## config.mk

```make
export PLATFORM = sky130hd
export DESIGN_NAME = change_dispenser
export DESIGN_NICKNAME = d
export VERILOG_FILES = /design/src/rtl/automat_pkg.sv /design/src/rtl/coin_select.sv /design/src/rtl/change_dispenser.sv
export SDC_FILE = /design/constraint.sdc
export NUM_CORES = 1
export LEC_CHECK = 0
export ABC_CLOCK_PERIOD_IN_PS = 2700
export BUFFER_PORTS_ARGS = -buffer_cell sky130_fd_sc_hd__clkbuf_2
export CAP_MARGIN = 25
export CORE_ASPECT_RATIO = 1.2
export CORE_MARGIN = 3
export CORE_UTILIZATION = 45
export DETAILED_ROUTE_END_ITERATION = 10
export MAX_ROUTING_LAYER = met4
export PLACE_DENSITY = 0.77
export SYNTH_ARGS = -nofsm -noshare
export SYNTH_HDL_FRONTEND = slang
export SYNTH_HIERARCHICAL = 1
export SYNTH_SLANG_ARGS = --single-unit
```

## constraint.sdc

```tcl
create_clock -name clk -period 2.7 [get_ports clk]
set_input_delay 0.54 -clock clk [delete_from_list [all_inputs] [get_ports clk]]
set_output_delay 0.54 -clock clk [all_outputs]
set_load 0.01 [all_outputs]
```

## src/rtl/automat_pkg.sv

```systemverilog
// Types and coin values shared between the vending automat and the change dispenser.
package automat_pkg;

  typedef enum logic [2:0] {
    IDLE    = 3'd0,
    SELECT  = 3'd1,
    EJECT   = 3'd2,
    RELEASE = 3'd3,
    DONE    = 3'd4,
    FAULT   = 3'd5
  } state_e;

  localparam int unsigned COIN_HI  = 5;
  localparam int unsigned COIN_MID = 2;
  localparam int unsigned COIN_LO  = 1;

endpackage

```

## src/rtl/coin_select.sv

```systemverilog
// Greedy coin picker: largest denomination not exceeding the remaining amount.
module coin_select
  import automat_pkg::*;
#(
  parameter int unsigned W     = 4,
  parameter int unsigned D_HI  = COIN_HI,
  parameter int unsigned D_MID = COIN_MID,
  parameter int unsigned D_LO  = COIN_LO
) (
  input  logic [W-1:0] remaining_i,
  output logic [2:0]   sel_o,
  output logic [W-1:0] denom_o
);

  localparam logic [W-1:0] HI_W  = W'(D_HI);
  localparam logic [W-1:0] MID_W = W'(D_MID);
  localparam logic [W-1:0] LO_W  = W'(D_LO);

  // sel_o is {hi, mid, lo}; LO is the fallback since D_LO is 1
  always_comb begin
    sel_o   = 3'b001;
    denom_o = LO_W;
    if (remaining_i >= HI_W) begin
      sel_o   = 3'b100;
      denom_o = HI_W;
    end else if (remaining_i >= MID_W) begin
      sel_o   = 3'b010;
      denom_o = MID_W;
    end
  end

endmodule

```

## src/rtl/change_dispenser.sv

```systemverilog
// Pays out a change amount one coin at a time over a 4-phase eject/ack handshake.
//   state   | meaning
//   IDLE    | waiting for a change amount, rest_ready high
//   SELECT  | pick the next coin and register its eject bit
//   EJECT   | eject held, waiting for coin_ack high
//   RELEASE | coin paid, waiting for coin_ack low
//   DONE    | one-cycle completion pulse
//   FAULT   | ack timeout, sticky until clr_fault
module change_dispenser
  import automat_pkg::*;
#(
  parameter int unsigned W       = 4,
  parameter int unsigned D_HI    = COIN_HI,
  parameter int unsigned D_MID   = COIN_MID,
  parameter int unsigned D_LO    = COIN_LO,
  parameter int unsigned TIMEOUT = 255
) (
  input  logic         clk,
  input  logic         rst_n,
  input  logic         rest_valid,
  input  logic [W-1:0] rest,
  output logic         rest_ready,
  input  logic         coin_ack,
  output logic         eject_hi,
  output logic         eject_mid,
  output logic         eject_lo,
  output logic         busy,
  output logic         done,
  output logic         fault,
  input  logic         clr_fault,
  output logic [W-1:0] remaining
);

  localparam int unsigned TW = $clog2(TIMEOUT + 1);
  localparam logic [TW-1:0] T_MAX = TW'(TIMEOUT);

  state_e         state_q, state_d;
  logic [W-1:0]   rem_q, rem_d;
  logic [TW-1:0]  timer_q, timer_d;
  logic [2:0]     eject_q, eject_d;
  logic [2:0]     sel;
  logic [W-1:0]   denom;

  coin_select #(
    .W     (W),
    .D_HI  (D_HI),
    .D_MID (D_MID),
    .D_LO  (D_LO)
  ) u_coin_select (
    .remaining_i (rem_q),
    .sel_o       (sel),
    .denom_o     (denom)
  );

  always_ff @(posedge clk or negedge rst_n) begin
    if (!rst_n) begin
      state_q <= IDLE;
      rem_q   <= '0;
      timer_q <= '0;
      eject_q <= '0;
    end else begin
      state_q <= state_d;
      rem_q   <= rem_d;
      timer_q <= timer_d;
      eject_q <= eject_d;
    end
  end

  // rem_q is stable through EJECT, so denom still matches the coin being ejected
  always_comb begin
    state_d = state_q;
    rem_d   = rem_q;
    timer_d = timer_q;
    eject_d = eject_q;
    case (state_q)
      IDLE: begin
        if (rest_valid) begin
          rem_d   = rest;
          state_d = (rest == '0) ? DONE : SELECT;
        end
      end
      SELECT: begin
        eject_d = sel;
        timer_d = '0;
        state_d = EJECT;
      end
      EJECT: begin
        timer_d = timer_q + 1'b1;
        if (coin_ack) begin
          rem_d   = rem_q - denom;
          eject_d = '0;
          timer_d = '0;
          state_d = RELEASE;
        end else if (timer_q == T_MAX) begin
          eject_d = '0;
          state_d = FAULT;
        end
      end
      RELEASE: begin
        timer_d = timer_q + 1'b1;
        if (!coin_ack) begin
          state_d = (rem_q == '0) ? DONE : SELECT;
        end else if (timer_q == T_MAX) begin
          state_d = FAULT;
        end
      end
      DONE: begin
        state_d = IDLE;
      end
      FAULT: begin
        if (clr_fault) begin
          rem_d   = '0;
          state_d = IDLE;
        end
      end
      default: begin
        eject_d = '0;
        state_d = IDLE;
      end
    endcase
  end

  assign rest_ready = (state_q == IDLE);
  assign busy       = (state_q != IDLE);
  assign done       = (state_q == DONE);
  assign fault      = (state_q == FAULT);
  assign eject_hi   = eject_q[2];
  assign eject_mid  = eject_q[1];
  assign eject_lo   = eject_q[0];
  assign remaining  = rem_q;

endmodule
```

**Word-level counts from Yosys, hierarchy flattened**

Cells that the tools add are included.

- Bits in registers: 18
- Input port bits: 9
- Word-level logic and storage cells: 50
- Output and inout bits: 11

- $add $sub $neg: 2
- Bitwise gates (word level): 1
- Reduce and logical (&&, ||, !) cells: 10
- Order comparisons: 2
- Multiplexer cells: 21
- Equal/unequal tests: 10

Operators by type and width:

| operator | number |
|---|---|
| $mux W3 | 10 |
| $pmux W8 S3 | 1 |
| $mux W4 | 4 |
| $pmux W3 S5 | 1 |
| $pmux W4 S3 | 1 |
| $pmux W3 S3 | 1 |
| $reduce_bool A3 Y1 | 3 |
| $add A8 B1 Y8 const B | 1 |
| $eq A8 B8 Y1 const B | 1 |
| $logic_not A4 Y1 | 2 |
| $mux W8 | 1 |
| $eq A3 B2 Y1 const B | 2 |
| $eq A3 B3 Y1 const B | 2 |
| $ge A4 B2 Y1 const B | 1 |
| $ge A4 B3 Y1 const B | 1 |
| $mux W2 | 2 |
| $ne A2 B2 Y1 const B | 2 |
| $reduce_and A2 Y1 | 2 |
| $reduce_and A4 Y1 | 1 |
| $reduce_or A4 Y1 | 1 |
| $sub A4 B4 Y4 | 1 |
| $eq A3 B1 Y1 const B | 1 |
| $logic_not A3 Y1 | 1 |
| $ne A3 B3 Y1 const B | 1 |
| other kinds (2) | 2 |

**Depth between registers and ports, before layout**

Gate-level depths: netlist (run 1).

- Depth in word-level cells: 6
- Gate-level depth with buffers: 8
- Depth with buffers taken out: 8

**By module**

Netlist (run 1), hierarchy kept.

Modules (own cells, without submodules):

| module | seq. area each (um^2) | times used | area an instance (um^2) | cells each |
|---|---|---|---|---|
| change_dispenser | 450.4 | 1 | 1,209.9 | 124 |
| coin_select | 0.0 | 1 | 75.1 | 11 |

**Worst setup path after synthesis (run 1)**

Ideal clock, no wire load.

- Kind: register -> register
- Start: register rem_q[1] (netlist: remaining[1])
- End: register rem_q[3] (netlist: remaining[3])
- Clock period less this slack: 2.359 ns
- Setup slack: 0.341 ns
- Setup time: 0.126 ns
- Required time: 2.574 ns
- Stages on the path, launching flop included: 9
- Data arrival time: 2.233 ns
- Path buffers: 0
- Cells stage by stage: dfrtp_1 > nor4b_2 > or2_1 > inv_1 > ha_1 > and3b_1 > or3_1 > and2_1 > a311o_1

- Word-level cells in the longest chain between the ends: 6
- Elaborated cells between the ends (all ways): 7
- Classes of those cells: add/sub: 1; order compare: 2; mux: 4

RTL lines:

| element | line | text |
|---|---|---|
| start: declaration | change_dispenser.sv:38 | `logic [W-1:0] rem_q, rem_d;` |
| start signal: assignment | change_dispenser.sv:63 | `rem_q <= rem_d;` |
| $ge A4 B2 Y1 | coin_select.sv:26 | `end else if (remaining_i >= MID_W) begin` |
| $mux W2 | coin_select.sv:26 |  |
| $mux W4 (*) | coin_select.sv:23 | `if (remaining_i >= HI_W) begin` |
| via denom[1] | change_dispenser.sv:42 | `logic [W-1:0] denom;` |
| $sub A4 B4 Y4 (*) | change_dispenser.sv:90 | `rem_d = rem_q - denom;` |
| $mux W4 (*) | change_dispenser.sv:89 | `if (coin_ack) begin` |
| $pmux W4 S3 (*) | change_dispenser.sv:75 | `case (state_q)` |

Mark *: on every way through the listed nets, which the timed path passes. The rest lies on a longest branch. The select of a mux whose other input is x is not followed.
A chain may end at the register's enable or synchronous reset.

**Worst setup path in the final report (run 1)**

Ends and elaborated chain as after synthesis.

==> results of run 1 <==
==> critical path, stage by stage, from the launching register on <==
cell and delay (ns):
dfrtp_1 0.50, nor4b_2 0.35, or2_1 0.17, inv_1 0.07
ha_1 0.27, and3b_1 0.18, or3_1 0.38, a2111oi_2 0.37
a311o_1 0.16
==> registers in the layout, summed over array words and instances, names as in the netlist <==
name / flops
timer_q: 8
remaining: 4
eject_q: 3
state_q: 3
==> layout by cell type, fill, tap and decap left out, types with 4 or more instances in the layout <==
master | Yosys | routed
clkbuf_2 | 0 | 19
dfrtp_1 | 18 | 18
nor2_1 | 15 | 15
inv_1 | 9 | 9
o21ai_0 | 6 | 6
nor3_1 | 5 | 5
a21oi_1 | 5 | 5
mux2i_1 | 5 | 5
nor3b_1 | 4 | 4
nand3_1 | 4 | 4
nand2b_1 | 4 | 4
xnor2_1 | 4 | 4
nand2_1 | 4 | 4
ha_1 | 4 | 4
==> layout make-up <==
class	count	area [sq um]
Inverter	10	40.04
Tap cell	33	41.29
Clock buffer	4	36.28
Timing Repair Buffer	20	102.6
Sequential cell	18	450.4
Multi-Input combinational cell	100	744.5
Fill cell	248	1212
==> power groups by stage <==
stage / logic (mW) / registers, mW / clock network (mW)
after floorplan: 0.651 / 0.484 / 0
after global placement: 0.757 / 0.533 / 0
after detailed placement: 0.778 / 0.549 / 0
after CTS: 0.785 / 0.541 / 0.171
after global routing: 0.879 / 0.567 / 0.182
final: 0.778 / 0.543 / 0.166
==> metrics by stage <==
| stage | total power, mW | hold WS (ns) | cell area [sq um] | std cells |
|---|---|---|---|---|
| floorplan | 1.135 | 0.2444 | 1285 | 135 |
| global placement | 1.290 | 0.5031 | 1379 | 181 |
| detailed placement | 1.327 | 0.5129 | 1379 | 181 |
| CTS | 1.497 | 0.1841 | 1415 | 185 |
| global route | 1.629 | 0.1970 | 1415 | 185 |
| finish | 1.486 | 0.1733 | 1415 | 185 |
==> metal layers <==
| metal | global-route usage (%) | vias to the layer above | wire length [um] |
|---|---|---|---|
| met1 | 20.29 | 514 | 1201 |
| met5 | - | - | 0 |
| met2 | 30.62 | 18 | 1459 |
| li1 | - | 519 | - |
| met4 | 4.673 | 0 | 17 |
| met3 | 2.299 | 2 | 86 |
==> cells by family (layout without fill, tap and decap cells) <==
family / count (synthesis) / in the layout
compound gates: 30 / 30
xor+xnor: 7 / 7
fa+ha+maj: 5 / 5
buf+inv: 17 / 34
flops: 18 / 18
mux: 7 / 7
other cells: 1 / 1
simple gates: 50 / 50
==> how the worst max path moves through the flow <==
stage,endpoint,slack (ns)
finish,remaining[3],0.20
global route,remaining[3],0.05
CTS,remaining[3],0.18
detailed placement,remaining[3],0.20
global placement,remaining[3],0.32
floorplan,remaining[3],0.34
==> flow_metrics.tcl, run 1 <==
set metrics [dict create \
    timing.fmax_ghz 0.4005 \
    post-route-util_pct 53.86 \
    synth.most_common_cell "dfrtp_1" \
    p_sw_mw 0.6754 \
    ctsResizeCount 0 \
    clkSinkCount 18 \
    worstRegToRegCells 8 \
    synth_edf_count 0 \
    core_area_sq_um 2628 \
    num_rows 20 \
    post_drt_wl_per_cell_um 14.94 \
    critPathLaunch "remaining[1]" \
    drtIter0Drc 25 \
    post_cts_buffers 0 \
    cts_root_buf "clkbuf_4" \
    hold_viol_final 0 \
    worst_slew_pin_slew_ns 0.6828 \
    cts_tree "yes" \
    p_leak_nw 0.6702 \
    numCtsBuffers 3 \
    synth-seq-cells 18 \
    grt_usage_pct 17.52 \
    critPathMaxFanout 9 \
    synth_nets 149 \
    r2r-start "remaining[1]" \
    synthAdderAreaFrac_pct 5.453 \
    setup_viol 0 \
    grt_max_degree 21 \
    worstPathArrival_ns 2.74 \
    insertion_delay_ns 0.29 \
    antenna_found_initial 0 \
    routed_wl_mm 2.764 \
    syn-instance-count 135 \
    comb_power_share_pct 52.3 \
    syn_avg_cell_area_sq_um 9.518 \
    synth_xor_area_share_pct 4.771 \
    internal-power_mw 0.8109 \
    start_util_pct 48.90 \
    power_density_nw_per_um2 1050 \
    grt_pass1_vias 1065 \
    detail-route-antenna-nets 0 \
    drc 0 \
    dr.pass1.iters 4 \
    yosys-top-cells-area "dfrtp_1 (35%), nor2_1 (4.4%), ha_1 (3.9%)" \
    die_h_um 64.54 \
    synthDistinctLibCells 50 \
    synth_top_area_share_pct 35.05 \
    hold_path_class "primary input to asynchronous set/reset pin" \
    yosysSeqAreaShare_pct 35.05 \
    portBuffers 19 \
    synth_top_family_by_area "simple AND/OR/NAND/NOR gates" \
    clkPwrFrac_pct 11.2 \
    yosys.area_share.simple_pct 22.78 \
    netlist_top_cells_count "dfrtp_1 (18), nor2_1 (15), inv_1 (9)" \
    swShare_pct 45.44 \
    dp_hpwl_mm 2.116 \
    period_minus_slack_ns 2.497 \
    outcome "finished, final reports clean" \
    pin_count 20 \
    postLayoutSetupSlackWorst_ns 0.2030 \
    clock-skew-final_ns 0.01243 \
    synthMuxAreaShare_pct 5.648 \
    syn-cell-area_sq_um 1285 \
    yosysWarnings 6 \
    fin_nets 167 \
    cts_buffer_depth 2 \
    synth-compound-area-share_pct 18.99 \
    reg2reg_to "remaining[3]" \
    dieArea_sq_um 3535 \
    h-tree-depth 1 \
    pre_cts_slack_ns 0.2003 \
    cp-end-kind "register" \
    via_per_inst 5.692 \
    routabilityCongestion 0.7864 \
    synth_top_flop_cell "dfrtp_1" \
    drive_above_1_share_pct 22.37 \
    r2r_slack_ns 0.20 \
    cts_hold_buffers 0 \
    tns_ns 0 \
    cp_data_required_time_ns 2.94 \
    dieWidth_um 54.78 \
    dr_total_vias 1053 \
    clk_pin_slew_ns 0.11 \
    rsz0062_at_grt "no" \
    min_period_over_period_pct 92.48 \
    pwr-share-seq_pct 36.5 \
    maxSlewViolCount 0 \
    antenna_cells 0 \
    crit_type "register to register" \
    grt_remaining_overflow 0 \
    syn_to_final_growth_pct 10.13 \
    cap_violations 0 \
    slew_headroom_pct 54.48 \
    grt_pass1_wl_mm 4.588 \
    synth_top_cell_by_area "dfrtp_1" \
    irDropWorstVdd_mv 0.4754 \
    startpoint_type "register" \
    async_flop_share_pct 100.0 \
]
Power figures use the tool's default switching activity.
==> run 2, diff against run 1 <==
Settings changed: ABC_AREA set to 1.
==> run 2 against run 1 <==
Compared with the run above: core utilization rose by 0.86 points; highest routed layer unchanged; critical path depth rose by 3; via count rose by 6.5%; clock skew fell by 0.00061 ns; flip-flop and latch count did not move.
==> flow_metrics.tcl, run 2 <==
set metrics [dict create \
    setup_viol 0 \
    drive_above_1_share_pct 22.17 \
    dr_total_vias 1121 \
    p_leak_nw 0.7954 \
    post_cts_buffers 0 \
    synth_top_cell_by_area "dfrtp_1" \
    drc 0 \
    clk_pin_slew_ns 0.11 \
    regMostFlops "timer_q" \
    grt_max_degree 19 \
    dieWidth_um 54.83 \
    pin_count 20 \
    drtIter0Drc 30 \
    cts_buffer_depth 2 \
    netlist_top_cells_count "nand2_1 (57), inv_1 (28), dfrtp_1 (18)" \
    dp_hpwl_mm 1.897 \
    irDropWorstVdd_mv 0.6928 \
    maxSlewViolCount 0 \
    die_h_um 64.60 \
    hold_viol_final 0 \
    start_util_pct 49.00 \
    startpoint_type "register" \
    grt_usage_pct 15.85 \
    cts_root_buf "clkbuf_4" \
    cap_violations 0 \
    post-route-util_pct 54.71 \
    synth_top_flop_cell "dfrtp_1" \
    routabilityCongestion 0.8537 \
    grt_pass1_wl_mm 4.140 \
    crit_type "register to register" \
    synth.most_common_cell "nand2_1" \
    cts_tree "yes" \
    via_per_inst 4.750 \
    yosysSeqAreaShare_pct 34.99 \
    synth_nets 197 \
    yosysWarnings 6 \
    worstPathArrival_ns 2.14 \
    cp_data_required_time_ns 2.90 \
    routed_wl_mm 2.321 \
    async_flop_share_pct 100.0 \
    final_common_cell "nand2_1" \
    worstRegToRegCells 11 \
    fin_nets 218 \
    ctsResizeCount 0 \
    min_period_over_period_pct 71.89 \
    synth_edf_count 0 \
    antenna_found_initial 0 \
    dr.pass1.iters 4 \
    dieArea_sq_um 3542 \
    synth-seq-cells 18 \
    timing.fmax_ghz 0.5152 \
    detail-route-antenna-nets 0 \
    synthDistinctLibCells 29 \
    post_drt_wl_per_cell_um 9.835 \
    hold_path_class "primary input to asynchronous set/reset pin" \
    tns_ns 0 \
    synth_top_area_share_pct 34.99 \
    num_rows 20 \
    syn-cell-area_sq_um 1287 \
    clock-skew-final_ns 0.01182 \
    rsz0062_at_grt "no" \
    place_inst 232 \
    numCtsBuffers 3 \
    mostFrequentLayoutCells "nand2_1 (57), inv_1 (28), clkbuf_2 (19)" \
    syn_to_final_growth_pct 11.66 \
    period_minus_slack_ns 1.941 \
    insertion_delay_ns 0.30 \
    clkSinkCount 18 \
    core_area_sq_um 2628 \
    cp-end-kind "register" \
    grt_pass1_vias 1014 \
    portBuffers 19 \
    critPathMaxFanout 8 \
    syn_avg_cell_area_sq_um 7.035 \
    power_density_nw_per_um2 1157 \
    instances_no_fill 236 \
    syn-instance-count 183 \
    yosys-top-cells-area "dfrtp_1 (35%), nand2_1 (17%), inv_1 (8.2%)" \
    largest_reg_flops 8 \
    h-tree-depth 1 \
    power_mw 1.663 \
    antenna_cells 0 \
    cts_hold_buffers 0 \
    outcome "finished, final reports clean" \
    grt_remaining_overflow 0 \
]
## run 2: cell count changes after synthesis, sizes merged, moves of 4 or more
cell	change
nand2b	-4
inv	+25
mux2i	-5
nand2	+58
nand3	+5
## run 2: worst paths after layout
check | from | end | slack, ns
hold reg to reg | timer_q[6] | timer_q[6] | 0.52
max in group asynchronous | rst_n | remaining[3] | 2.22
setup / recovery | remaining[1] | remaining[2] | 0.76
setup reg to reg | remaining[1] | remaining[2] | 0.76
hold / removal | rst_n | timer_q[5] | 0.16
min in group clk | clr_fault | state_q[2] | 0.51
## run 2: cell families (layout without fill, tap and decap cells)
logic type | after synthesis | count (layout) | synth area share (%)
XOR/XNOR | 3 | 3 | 2.041
buffers and inverters | 38 | 58 | 12.15
adder cells (fa/ha/maj) | 5 | 5 | 5.442
flip-flops | 18 | 18 | 34.99
other | 1 | 1 | 0.2913
AO/OA/AOI/OAI | 23 | 23 | 9.815
AND/OR/NAND/NOR | 95 | 95 | 35.28
## run 2: worst max-delay path, cell delays in order (launching register included)
cell and delay, ns:
dfrtp_1 0.52, nor2_1 0.08, nand2_1 0.09, nand2_1 0.07, o21ai_1 0.09, ha_1 0.19
inv_1 0.06, fa_1 0.37, xnor2_1 0.16, o22ai_1 0.09, nand2_1 0.08, nand2_1 0.04
## run 2: metrics by stage
step | setup slack, ns | hold slack [ns] | instance area [sq um]
4_1_cts | 0.7546 | 0.1726 | 1438
5_1_grt | 0.6071 | 0.1806 | 1438
3_5_place_dp | 0.7715 | 0.5042 | 1401
2_1_floorplan | 0.9266 | 0.2444 | 1287
3_3_place_gp | 0.7944 | 0.4983 | 1401
6_report | 0.7590 | 0.1600 | 1438
## run 2: area by class of cell
cell class / instances / area [sq um]
fillers: 273 / 1190
multi-input cells: 127 / 680.7
flip-flops and latches: 18 / 450.4
inverters: 35 / 133.9
repair buffers: 19 / 95.09
well taps: 33 / 41.29
clock buffers: 4 / 36.28
## run 2: per-layer routing
metal	global-route usage (%)	routed length (um)	share of wire, %	vias to the layer above
li1	-	-	-	606
met1	21.08	1122	48	491
met2	23.82	1087	47	22
met3	2.069	78	3.4	2
met4	6.542	31	1.3	0
met5	-	0	0	-
## run 2: power by group
| group | internal, mW | total [mW] | leakage (nW) | switching [mW] |
|---|---|---|---|---|
| Clock | 0.0823 | 0.172 | 0.0210 | 0.0896 |
| Sequential | 0.355 | 0.457 | 0.236 | 0.101 |
| Combinational | 0.399 | 1.03 | 0.539 | 0.636 |
